### config.mk
export PLATFORM = sky130hd
export DESIGN_NAME = dlsc_pcie_s6_outbound_read_split
export DESIGN_NICKNAME = d
export VERILOG_FILES = /design/src/rtl/dlsc_pcie_s6_outbound_read_split_pkg.sv /design/src/rtl/dlsc_pcie_s6_read_seg_calc.sv /design/src/rtl/dlsc_pcie_s6_outbound_read_split.sv
export SDC_FILE = /design/constraint.sdc
export NUM_CORES = 1
export LEC_CHECK = 0
export ABC_AREA = 1
export BUFFER_PORTS_ARGS = -buffer_cell sky130_fd_sc_hd__buf_4
export CORE_UTILIZATION = 50
export CTS_BUF_LIST = sky130_fd_sc_hd__clkbuf_16
export DETAILED_ROUTE_END_ITERATION = 7
export PLACE_DENSITY = 0.72
export SYNTH_ARGS = -nofsm -noshare
export SYNTH_HDL_FRONTEND = slang
export SYNTH_SLANG_ARGS = --single-unit
### constraint.sdc
create_clock -name clk -period 12.38 [get_ports clk]
set_clock_uncertainty 0.05 [all_clocks]
set_input_delay 0.619 -clock clk [delete_from_list [all_inputs] [get_ports clk]]
set_output_delay 0.619 -clock clk [all_outputs]
set_load 0.05 [all_outputs]
### src/rtl/dlsc_pcie_s6_outbound_read_split_pkg.sv
// Shared PCIe read-split definitions: MRRS encodings, MRRS-to-dword
// conversion and the 10-bit TLP length encoding.
package dlsc_pcie_s6_outbound_read_split_pkg;

  // PCIe Max Read Request Size field encodings
  typedef enum logic [2:0] {
    MRRS_128  = 3'd0,
    MRRS_256  = 3'd1,
    MRRS_512  = 3'd2,
    MRRS_1024 = 3'd3,
    MRRS_2048 = 3'd4,
    MRRS_4096 = 3'd5
  } mrrs_e;

  // Splitter control states
  typedef enum logic {
    ST_IDLE  = 1'b0,
    ST_SPLIT = 1'b1
  } split_state_e;

  // MRRS encoding to dwords; reserved encodings fall back to 128 bytes
  function automatic logic [10:0] mrrs_to_dw(input logic [2:0] enc);
    logic [10:0] dw;
    if (enc > MRRS_4096) dw = 11'd32;
    else                 dw = 11'd32 << enc;
    return dw;
  endfunction

  // TLP length field: 1024 dwords is encoded as 0
  function automatic logic [9:0] len_encode(input logic [10:0] dw);
    return (dw == 11'd1024) ? 10'd0 : dw[9:0];
  endfunction

endpackage

### src/rtl/dlsc_pcie_s6_read_seg_calc.sv
// Segment length for one read request: the smaller of the remaining
// dword count and the room left before the next MRRS-aligned boundary.
module dlsc_pcie_s6_read_seg_calc #(
  parameter int LEN = 12
) (
  input  logic [9:0]   addr_lo,
  input  logic [10:0]  mrrs_dw,
  input  logic [LEN:0] rem,
  output logic [10:0]  seg
);

  logic [9:0]  mask;
  logic [10:0] room;

  // room = mrrs_dw - (addr mod mrrs_dw); seg = min(rem, room)
  always_comb begin
    mask = 10'(mrrs_dw - 11'd1);
    room = mrrs_dw - {1'b0, addr_lo & mask};
    if (rem < (LEN+1)'(room)) seg = rem[10:0];
    else                      seg = room;
  end

endmodule

### src/rtl/dlsc_pcie_s6_outbound_read_split.sv
// Splits outbound DMA read commands into MRRS-sized, MRRS-aligned read
// request headers, one header per tlp_h handshake.
module dlsc_pcie_s6_outbound_read_split
  import dlsc_pcie_s6_outbound_read_split_pkg::*;
#(
  parameter int ADDR = 32,
  parameter int LEN  = 12
) (
  input  logic            clk,
  input  logic            rst,
  output logic            cmd_ready,
  input  logic            cmd_valid,
  input  logic [ADDR-1:2] cmd_addr,
  input  logic [LEN-1:0]  cmd_len,
  output logic            cmd_done,
  input  logic            tlp_h_ready,
  output logic            tlp_h_valid,
  output logic [ADDR-1:2] tlp_h_addr,
  output logic [9:0]      tlp_h_len,
  input  logic [2:0]      max_read_req,
  input  logic            dma_en,
  output logic            busy
);

  localparam int AW = ADDR - 2;
  localparam int RW = LEN + 1;

  split_state_e    state, state_next;
  logic [AW-1:0]   cur_addr;     // start of the next segment to present
  logic [RW-1:0]   rem;          // dwords not yet presented
  logic [10:0]     mrrs_dw;      // MRRS latched for the running command
  logic            last_q;       // presented header is the command's last

  logic [AW-1:0]   src_addr;
  logic [10:0]     calc_mrrs;
  logic [RW-1:0]   calc_rem;
  logic [10:0]     seg;
  logic            hdr_accept;
  logic            cmd_accept;
  logic            load_seg;
  logic            finish;

  assign hdr_accept = tlp_h_valid && tlp_h_ready;

  // Segment source: the incoming command while idle, running state otherwise
  always_comb begin
    if (state == ST_IDLE) begin
      src_addr  = cmd_addr;
      calc_mrrs = mrrs_to_dw(max_read_req);
      calc_rem  = {1'b0, cmd_len} + RW'(1);
    end else begin
      src_addr  = cur_addr;
      calc_mrrs = mrrs_dw;
      calc_rem  = rem;
    end
  end

  dlsc_pcie_s6_read_seg_calc #(
    .LEN (LEN)
  ) u_seg_calc (
    .addr_lo (src_addr[9:0]),
    .mrrs_dw (calc_mrrs),
    .rem     (calc_rem),
    .seg     (seg)
  );

  // Next-state and control decode
  always_comb begin
    // NOTE: every signal gets a default before the case so no path leaves it unassigned (no latches).
    state_next = state;
    cmd_ready  = 1'b0;
    cmd_accept = 1'b0;
    load_seg   = 1'b0;
    finish     = 1'b0;
    busy       = 1'b0;
    case (state)
      ST_IDLE: begin
        cmd_ready  = dma_en && !rst;
        cmd_accept = cmd_valid && cmd_ready;
        load_seg   = cmd_accept;
        if (cmd_accept) state_next = ST_SPLIT;
      end
      ST_SPLIT: begin
        busy = 1'b1;
        if (hdr_accept && last_q) begin
          finish     = 1'b1;
          state_next = ST_IDLE;
        end else if ((!tlp_h_valid || hdr_accept) && dma_en) begin
          load_seg = 1'b1;
        end
      end
      default: state_next = ST_IDLE;
    endcase
  end

  // State register
  always_ff @(posedge clk) begin
    // NOTE: sequential state uses non-blocking assignments so all flops update from pre-edge values.
    if (rst) state <= ST_IDLE;
    else     state <= state_next;
  end

  // Header valid and completion pulse
  always_ff @(posedge clk) begin
    if (rst) begin
      tlp_h_valid <= 1'b0;
      cmd_done    <= 1'b0;
    end else begin
      cmd_done <= finish;
      if (load_seg)        tlp_h_valid <= 1'b1;
      else if (hdr_accept) tlp_h_valid <= 1'b0;
    end
  end

  // Header fields and split bookkeeping
  always_ff @(posedge clk) begin
    // NOTE: datapath registers have no reset; they are only read once a load has qualified them.
    if (load_seg) begin
      tlp_h_addr <= src_addr;
      tlp_h_len  <= len_encode(seg);
      cur_addr   <= src_addr + AW'(seg);
      rem        <= calc_rem - RW'(seg);
      last_q     <= (calc_rem == RW'(seg));
    end
    if (cmd_accept) mrrs_dw <= calc_mrrs;
  end

endmodule

==> qor.csv, run 1 <==
stage,metric,value,unit
worst_setup_path,critPathCaptureType,flop,
yosys,syn_area_per_cell,8.46,sq um
detailed_routing,post-route-drc-count,0,
detailed_routing,ant_nets,0,
yosys,yosysSeqAreaShare,0.436,
worst_setup_path,crit_required,12450,ps
clock_tree,path_clk_slew,70,ps
detailed_routing,drtIter0Drc,362,
worst_setup_path,worst-r2r-setup-slack,5410,ps
worst_setup_path,reg2reg_depth,34,
grt,grt_use_total,0.235,
power_and_ir_drop,p_clk_frac,0.222,
clock_tree,cts.sinks,98,
worst_setup_path,cp_max_fo,59,
final_layout,syn2layout_area_growth,16.7,%
flow_run,drv_cap,0,
yosys,yosys_warnings,0,
timing,final.setup.tns,0,ps
grt,first_global_vias,5188,
floorplanning,start_util,0.520,
yosys,yosysTopAreaCellShare,0.427,
yosys,synth_cell_types,46,
yosys,synthXorXnorAreaFrac,0.0613,
clock_tree,clock_path_buffers,2,
worst_setup_path,crit_top_cell,nand2_1,
timing,hold_viol_final,0,
power_and_ir_drop,internal_power,0.000739,W
power_and_ir_drop,power_density,155,mW/mm^2
timing,max_freq,143,MHz
timing,slew_headroom,0.372,
worst_hold_path,whs_endpoint,state$_SDFF_PP0_,
timing,worst_pin_slew,940,ps
grt,grt_max_degree,60,
worst_setup_path,regToRegStartpoint,state$_SDFF_PP0_,
clock_tree,cts_made_buffers,9,
detailed_routing,viasPerCell,5.15,
timing,fin_crit,6970,ps
detailed_routing,wl_per_cell,14.6,um
yosys,synth_compound_area_frac,0.104,
floorplanning,core,0.0128,sq mm
power_and_ir_drop,switching_power,0.000472,W
run_status,status,finished clean,
worst_hold_path,hp-class,in2reg,
yosys,synthSimpleGateAreaFrac,0.249,
worst_setup_path,worst_r2r_endpoint,cur_addr[19]$_DFFE_PP_,
worst_setup_path,slowest_delay,690,ps
detailed_routing,vias,5464,
detailed_routing,wirelength,15.5,mm
worst_setup_path,start_kind,flop,
yosys,ys_seq_elements,98,
timing,fin_crit_sh,0.563,
yosys,yosysMostFrequentCell,nand2_1,
yosys,synth_edf_count,95,
yosys,synthMuxAreaShare,0,
detailed_routing,firstDrtPassIters,5,
final_layout,drive_gt1_frac,0.188,
yosys,ys.flop_type,edfxtp_1,
place,hpwl,11.9,mm
place,gp_congestion,0.952,
grt,grt_pass1_wl,25.5,mm
floorplanning,rows,41,
power_and_ir_drop,total_power,0.00121,W
yosys,synth_top_family_by_area,simple AND/OR/NAND/NOR gates,
clock_tree,cts-root-buf,clkbuf_16,
worst_setup_path,slowest_stage,nand2_1,
worst_setup_path,crit_type,reg2reg,
grt,gr-total-overflow,0,
power_and_ir_drop,sw_frac_of_total,0.390,
floorplanning,dieArea,0.0138,sq mm
clock_tree,cts_hold_buf,0,
power_and_ir_drop,ir_worst_vdd,0.0709,mV
timing,slew_viol_final,0,
power_and_ir_drop,p_comb_frac,0.421,
clock_tree,cts_tree,built,
grt,antenna_found_initial,0,
yosys,syn_area,0.00667,sq mm
final_layout,nets,972,
yosys,synth_area_leaders,"edfxtp_1 (43%), nand2_1 (11%), ha_1 (6.9%)",
floorplanning,die_w,118,um
yosys,syn-instance-count,789,
floorplanning,die_h,118,um
worst_hold_path,worstHoldStart,rst,
place,portBuffers,93,
power_and_ir_drop,p_seq_frac,0.357,
yosys,synth_fa_ha_area_frac,0.0754,
yosys,synthTopCellsByCount,"nand2_1 (201), edfxtp_1 (95), inv_1 (90), nor2_1 (58), nand3_1 (47)",
timing,rsz0062_at_grt,false,
worst_setup_path,arrival,7040,ps
floorplanning,io_pins,94,
power_and_ir_drop,leakagePower,3.57,nW
clock_tree,post_cts_buffers,0,
final_layout,n_antenna_cell,0,
clock_tree,ctsResizeCount,0,
yosys,async_flop_share,0,
clock_tree,cts.htree.levels,3,
yosys,synth_nets,878,
clock_tree,clk_latency,360,ps
yosys,yosys.area.top_type,edfxtp_1,
worst_hold_path,hold_depth,2,
timing,setup_viol,0,
logic make-up after synthesis:
logic type,Yosys count
buf+inv,114
simple gates,375
fa+ha+maj,39
flops,98
compound gates,118
xor+xnor,45
power groups by stage:
stage / Combinational [W] / Sequential, W / Clock, W
global placement: 0.000504 / 0.000439 / 0
floorplan: 0.000355 / 0.000471 / 0
CTS: 0.000511 / 0.000432 / 0.000271
global route: 0.000574 / 0.000435 / 0.000283
detailed placement: 0.000505 / 0.000440 / 0
finish: 0.000510 / 0.000432 / 0.000269
per-stage QoR:
stage | area (sq um) | worst slack (ps) | utilization | hold slack [ps] | std cells
after CTS | 7790 | 5470 | 0.607 | 373 | 1060
after global placement | 7510 | 5620 | 0.586 | 444 | 1044
after detailed placement | 7510 | 5530 | 0.586 | 441 | 1044
final | 7790 | 5410 | 0.607 | 384 | 1060
after global routing | 7790 | 4560 | 0.607 | 389 | 1060
after floorplan | 6670 | 3990 | - | 468 | 789
registers in the layout, indices dropped and copies added, names as in the netlist:
signal and count:
tlp_h_addr 30, rem 13, mrrs_dw 11, last_q 1, tlp_h_valid 1, tlp_h_len 10, cmd_done 1, cur_addr 30
state 1
worst max path at each step:
| stage | start | to | slack (ps) | depth (start not counted) |
|---|---|---|---|---|
| after floorplan | state$_SDFF_PP0_ | cur_addr[0]$_DFFE_PP_ | 3990 | 6 |
| after global placement | state$_SDFF_PP0_ | cur_addr[19]$_DFFE_PP_ | 5620 | 34 |
| after detailed placement | state$_SDFF_PP0_ | cur_addr[19]$_DFFE_PP_ | 5530 | 34 |
| after CTS | state$_SDFF_PP0_ | cur_addr[19]$_DFFE_PP_ | 5470 | 34 |
| after global routing | state$_SDFF_PP0_ | cur_addr[19]$_DFFE_PP_ | 4560 | 34 |
| final | state$_SDFF_PP0_ | cur_addr[19]$_DFFE_PP_ | 5410 | 34 |
worst max-delay path, delay by kind of cell (launching register included):
kind                     cells  cell delay [ps]
AND/OR/NAND/NOR             20             3150
adder cells (fa/ha/maj)      3              990
buffers and inverters        4              860
AO/OA/AOI/OAI                7             1270
flip-flops                   1              340
routing by layer:
metal | up-vias | routed length [um] | global-route usage
met5 | - | 0 | 0
met4 | 0 | 353 | 0.0994
met3 | 22 | 634 | 0.0300
met2 | 134 | 6730 | 0.352
met1 | 2471 | 7800 | 0.342
li1 | 2837 | - | -
cells in the final DEF (no fill, tap or decap), types with 13 or more instances in the layout:
master / Yosys / routed
buf_4: 2 / 97
o21ai_1: 14 / 14
inv_1: 90 / 91
a21oi_1: 37 / 37
nand2_1: 201 / 201
nand2_2: 13 / 13
nor2_1: 58 / 58
edfxtp_1: 95 / 95
nand3_1: 47 / 47
o21ai_0: 34 / 34
xor2_1: 32 / 32
ha_1: 37 / 37
layout make-up:
class | count | area (sq um)
flip-flops and latches | 98 | 2910
inverters | 100 | 375
clock inverters | 7 | 52.6
multi-input cells | 577 | 3280
fillers | 1169 | 5030
well taps | 172 | 215
clock buffers | 9 | 225
repair buffers | 97 | 728
(Power assumes the default switching activity.)
==> run 2: changes to the inputs <==
- clock period: 12.38 -> 6.6 ns (I/O delays scaled with it)
==> qor.csv, run 2 (synthesis results as in run 1) <==
stage,metric,value,unit
clock_tree,cts.sinks,98,
final_layout,multi_input_area,0.00328,sq mm
place,pre_cts_slack,631,ps
detailed_routing,vias,5509,
clock_tree,cts_hold_buf,0,
clock_tree,clk_latency,360,ps
place,hpwl,12.2,mm
detailed_routing,drtIter0Drc,320,
grt,grt_max_degree,37,
final_layout,syn2layout_area_growth,17.6,%
worst_setup_path,critPathCaptureType,flop,
worst_hold_path,hp-class,in2reg,
final_layout,nets,978,
floorplanning,rows,41,
power_and_ir_drop,power_density,292,mW/mm^2
grt,gr-total-overflow,0,
timing,worst_pin_slew,1140,ps
final_layout,layout_commonest_cell,nand2_1,
clock_tree,path_clk_slew,70,ps
detailed_routing,wirelength,15.6,mm
clock_tree,cts-root-buf,clkbuf_16,
final_layout,num-fill-cells,1169,
run_status,status,finished clean,
worst_setup_path,crit_type,reg2reg,
timing,setup_viol,0,
detailed_routing,firstDrtPassIters,5,
worst_setup_path,slowest_stage,dfxtp_2,
clock_tree,post_cts_buffers,0,
timing,final.setup.tns,0,ps
place,gp_congestion,0.909,
grt,grt_use_total,0.236,
worst_setup_path,cp_max_fo,23,
timing,fin_crit,5840,ps
floorplanning,core,0.0128,sq mm
final_layout,register_area,0.00291,sq mm
floorplanning,start_util,0.520,
timing,max_freq,171,MHz
place,portBuffers,93,
power_and_ir_drop,ir_worst_vdd,0.155,mV
detailed_routing,wl_per_cell,14.6,um
final_layout,mostFrequentLayoutCells,"nand2_1 (200), buf_4 (102), edfxtp_1 (95), inv_1 (91), nor2_1 (58)",
detailed_routing,ant_nets,0,
timing,setup_slack,758,ps
power_and_ir_drop,leakagePower,3.60,nW
timing,fin_crit_sh,0.885,
worst_setup_path,crit_required,6660,ps
floorplanning,die_w,118,um
detailed_routing,post-route-drc-count,0,
timing,slew_viol_final,0,
detailed_routing,viasPerCell,5.17,
clock_tree,cts_made_buffers,9,
grt,first_global_vias,5174,
floorplanning,dieArea,0.0138,sq mm
place,post-place-cells,1050,
final_layout,drive_gt1_frac,0.194,
flow_run,drv_cap,0,
final_layout,stdcell_count,1066,
timing,rsz0062_at_grt,false,
floorplanning,io_pins,94,
floorplanning,die_h,118,um
worst_setup_path,start_kind,flop,
final_layout,n_antenna_cell,0,
timing,hold_viol_final,0,
worst_setup_path,crit_top_cell,nand2_1,
clock_tree,ctsResizeCount,0,
final_layout,post-route-util,0.612,
worst_setup_path,arrival,5900,ps
clock_tree,cts.htree.levels,3,
worst_setup_path,slowest_delay,530,ps
final_layout,top_regs,"cur_addr (30), tlp_h_addr (30), rem (13)",
clock_tree,cts_tree,built,
timing,whs,105,ps
timing,slew_headroom,0.241,
grt,antenna_found_initial,1,
grt,grt_pass1_wl,25.3,mm
clock_tree,clock_path_buffers,2,
## run 2: critical path: cells and delay by family (launching register included)
family | cells | cell delay, ps
and+or+nand+nor | 17 | 2160
AOI/OAI and AO/OA | 8 | 1510
adders and majority gates | 3 | 880
DFF | 1 | 530
buffers and inverters | 4 | 460
## run 2: per-layer routing
metal / track usage / up-vias / share of wire
met3: 0.0252 / 11 / 0.050
met5: 0 / - / 0
met1: 0.341 / 2524 / 0.49
met4: 0.0809 / 0 / 0.014
li1: - / 2849 / -
met2: 0.368 / 125 / 0.45
## run 2: cell type report
cell class / instances / share of cell area
multi-input cells: 577 / 0.418
clock buffers: 9 / 0.0287
repair buffers: 103 / 0.100
inverters: 100 / 0.0478
flip-flops and latches: 98 / 0.371
clock inverters: 7 / 0.00669
well taps: 172 / 0.0274
## run 2: final timing paths
check / from / endpoint / slack, ps / depth (start not counted)
worst max-delay path: state$_SDFF_PP0_ / cur_addr[17]$_DFFE_PP_ / 760 / 32
worst min-delay path: rst / cmd_done$_SDFF_PP0_ / 100 / 2
worst max register to register: state$_SDFF_PP0_ / cur_addr[17]$_DFFE_PP_ / 760 / 32
worst min register to register: tlp_h_valid$_SDFFE_PP0P_ / cmd_done$_SDFF_PP0_ / 440 / 2
## run 2: stage by stage
stage / power, W / cell area [sq um]
floorplan: 0.00155 / 6680
global placement: 0.00179 / 7570
detailed placement: 0.00179 / 7570
CTS: 0.00230 / 7850
global route: 0.00244 / 7850
finish: 0.00229 / 7850
## run 2: report_power, final
group	total (W)	switching (W)	internal, W
registers	0.000812	0.0000152	0.000797
clock network	0.000509	0.000249	0.000260
logic	0.000971	0.000623	0.000347
total	0.00229	0.000888	0.00140
==> run 3: changes to the inputs <==
- ABC_AREA: 1 -> unset
- CORE_MARGIN: unset -> 1.5
- clock period: 6.6 -> 7.3 ns (I/O delays scaled with it)
==> qor.csv, run 3 <==
stage,metric,value,unit
grt,antenna_found_initial,0,
final_layout,final_area,0.00775,sq mm
detailed_routing,dr.max_layer_used,met4,
yosys,synthXorXnorAreaFrac,0.0796,
clock_tree,cts-root-buf,clkbuf_16,
final_layout,nets,795,
yosys,synthTopCellsByCount,"edfxtp_1 (95), inv_1 (47), a21oi_1 (44), nor2_1 (40), xnor2_1 (39)",
place,pre_cts_slack,205,ps
yosys,yosysSeqAreaShare,0.444,
final_layout,multi_input_area,0.00339,sq mm
final_layout,top_regs,"cur_addr (30), tlp_h_addr (30), rem (13)",
yosys,synth_edf_count,95,
flow_run,drv_cap,0,
floorplanning,start_util,0.516,
timing,fin_crit_sh,0.928,
worst_setup_path,arrival,6830,ps
yosys,yosysMostFrequentCell,edfxtp_1,
final_layout,mostFrequentLayoutCells,"buf_4 (100), edfxtp_1 (95), inv_1 (47), a21oi_1 (44), nor2_1 (40)",
power_and_ir_drop,switching_power,0.000707,W
worst_setup_path,cp_max_fo,8,
grt,gr-total-overflow,0,
run_status,status,finished clean,
yosys,synth_nets,698,
worst_setup_path,crit_top_cell,a21oi_1,
detailed_routing,routed-wl-met2,7.04,mm
clock_tree,cts.htree.levels,3,
grt,grt_max_degree,53,
worst_hold_path,hold_depth,2,
yosys,synthSimpleGateAreaFrac,0.140,
grt,first_global_vias,4862,
yosys,syn-instance-count,609,
final_layout,post-route-util,0.609,
worst_setup_path,cp-endpoint,cur_addr[20]$_DFFE_PP_,
floorplanning,core,0.0127,sq mm
power_and_ir_drop,p_clk_frac,0.225,
clock_tree,clk_latency,350,ps
grt,grt_pass1_wl,23.8,mm
worst_setup_path,slowest_delay,510,ps
yosys,syn_area,0.00657,sq mm
floorplanning,die_h,118,um
timing,slew_headroom,0.510,
detailed_routing,drtIter0Drc,322,
floorplanning,rows,41,
final_layout,num-fill-cells,1075,
timing,slew_viol_final,0,
timing,worst_pin_slew,728,ps
worst_setup_path,regToRegStartpoint,mrrs_dw[2]$_DFFE_PP_,
detailed_routing,ant_nets,0,
timing,max_freq,148,MHz
timing,final.setup.tns,0,ps
timing,hold_viol_final,0,
yosys,synth_compound_area_frac,0.143,
floorplanning,die_w,118,um
place,dpl-instance-area,0.00745,sq mm
detailed_routing,met3_length,591,um
timing,fin_crit,6780,ps
yosys,yosys_warnings,0,
grt,grt_use_total,0.214,
yosys,synth_fa_ha_area_frac,0.0766,
floorplanning,dieArea,0.0138,sq mm
worst_setup_path,crit_required,7350,ps
worst_setup_path,slowest_stage,edfxtp_1,
clock_tree,post_cts_buffers,0,
power_and_ir_drop,sw_frac_of_total,0.354,
worst_setup_path,start_kind,flop,
clock_tree,clock_path_buffers,2,
yosys,synth_cell_types,71,
power_and_ir_drop,internal_power,0.00129,W
worst_setup_path,crit_path_start,mrrs_dw[2]$_DFFE_PP_,
clock_tree,cts_tree,built,
yosys,synthMuxAreaShare,0.0737,
detailed_routing,wirelength,14.5,mm
worst_setup_path,worst_r2r_endpoint,cur_addr[20]$_DFFE_PP_,
power_and_ir_drop,leakagePower,3.12,nW
worst_setup_path,worst-r2r-setup-slack,520,ps
floorplanning,io_pins,94,
place,portBuffers,93,
yosys,yosysTopAreaCellShare,0.434,
yosys,synth_area_leaders,"edfxtp_1 (43%), ha_1 (7.0%), xnor2_1 (5.2%)",
detailed_routing,wl_per_cell,16.4,um
yosys,async_flop_share,0,
worst_setup_path,critPathCaptureType,flop,
final_layout,drive_gt1_frac,0.243,
power_and_ir_drop,power_density,258,mW/mm^2
detailed_routing,vias,4949,
detailed_routing,viasPerCell,5.60,
place,gp_congestion,0.899,
detailed_routing,firstDrtPassIters,5,
final_layout,register_area,0.00292,sq mm
worst_setup_path,reg2reg_depth,29,
power_and_ir_drop,p_comb_frac,0.409,
power_and_ir_drop,ir_worst_vdd,0.124,mV
final_layout,syn2layout_area_growth,17.9,%
detailed_routing,wl_met1,6.62,mm
yosys,syn_area_per_cell,10.8,sq um
clock_tree,cts_made_buffers,9,
final_layout,layout_commonest_cell,buf_4,
yosys,synth_top_family_by_area,compound AO/OA/AOI/OAI gates,
timing,setup_viol,0,
yosys,ys_seq_elements,98,
timing,rsz0062_at_grt,false,
worst_setup_path,crit_type,reg2reg,
power_and_ir_drop,p_seq_frac,0.366,
final_layout,n_antenna_cell,0,
yosys,yosys.area.top_type,edfxtp_1,
clock_tree,path_clk_slew,70,ps
place,hpwl,11.1,mm
detailed_routing,post-route-drc-count,0,
timing,setup_slack,523,ps
clock_tree,cts.sinks,98,
yosys,ys.flop_type,edfxtp_1,
worst_hold_path,hp-class,in2reg,
run 3: cell types whose count changed in the layout (fill, tap and decap cells not counted), sizes merged, moves of 16 or more:
| cell | change |
|---|---|
| xnor2 | +28 |
| mux2i | +30 |
| o21ai | -34 |
| inv | -56 |
| mux2 | +16 |
| nand3 | -33 |
| nor2 | -23 |
| nand2 | -179 |
run 3: cell type report:
cell class,count,area share
Inverter,48,0.0233
Tap cell,172,0.0278
Clock buffer,9,0.0291
Clock inverter,7,0.00711
Multi-Input combinational cell,448,0.438
Sequential cell,98,0.377
Timing Repair Buffer,101,0.0984
run 3: timing repair:
action	CTS	global route
hold buffers	0	0
endpoints found under the setup margin	0	8
resized for setup	0	3
run 3: metrics by stage:
step           cells  hold slack (ps)  power, W
2_1_floorplan    609              380   0.00136
3_3_place_gp     867              438   0.00152
3_5_place_dp     867              443   0.00155
4_1_cts          883              128   0.00200
5_1_grt          883              139   0.00212
6_report         883              136   0.00200
run 3: how the worst min path moves through the flow:
| stage | start | to | slack, ps |
|---|---|---|---|
| 5_1_grt | rst | state$_SDFF_PP0_ | 140 |
| 2_1_floorplan | rst | state$_SDFF_PP0_ | 380 |
| 6_report | rst | state$_SDFF_PP0_ | 140 |
| 4_1_cts | rst | state$_SDFF_PP0_ | 130 |
| 3_5_place_dp | tlp_h_valid$_SDFFE_PP0P_ | cmd_done$_SDFF_PP0_ | 440 |
| 3_3_place_gp | tlp_h_valid$_SDFFE_PP0P_ | cmd_done$_SDFF_PP0_ | 440 |
run 3: power by group through the flow:
stage	Sequential, W	Combinational (W)	Clock [W]
floorplan	0.000786	0.000572	0
global placement	0.000743	0.000782	0
detailed placement	0.000745	0.000804	0
CTS	0.000733	0.000810	0.000457
global route	0.000738	0.000903	0.000477
finish	0.000733	0.000817	0.000450
run 3: logic make-up after synthesis:
kind of cell / Yosys count
multiplexers: 46
flip-flops: 98
AO/OA/AOI/OAI: 129
buffers and inverters: 63
AND/OR/NAND/NOR: 176
adder cells (fa/ha/maj): 39
XOR/XNOR: 58
run 3: per-layer routing:
layer / vias to the layer above / track usage
met3: 13 / 0.0305
met4: 0 / 0.0678
li1: 2430 / -
met5: - / 0
met2: 120 / 0.362
met1: 2386 / 0.284
run 3: worst max-delay path: cells and delay by family, from the launching register on:
kind | cells | cell delay (ps)
buffers and inverters | 3 | 440
XOR/XNOR | 3 | 520
multiplexers | 1 | 180
flip-flops | 1 | 510
AND/OR/NAND/NOR | 6 | 1160
adder cells (fa/ha/maj) | 4 | 1250
AO/OA/AOI/OAI | 12 | 2430
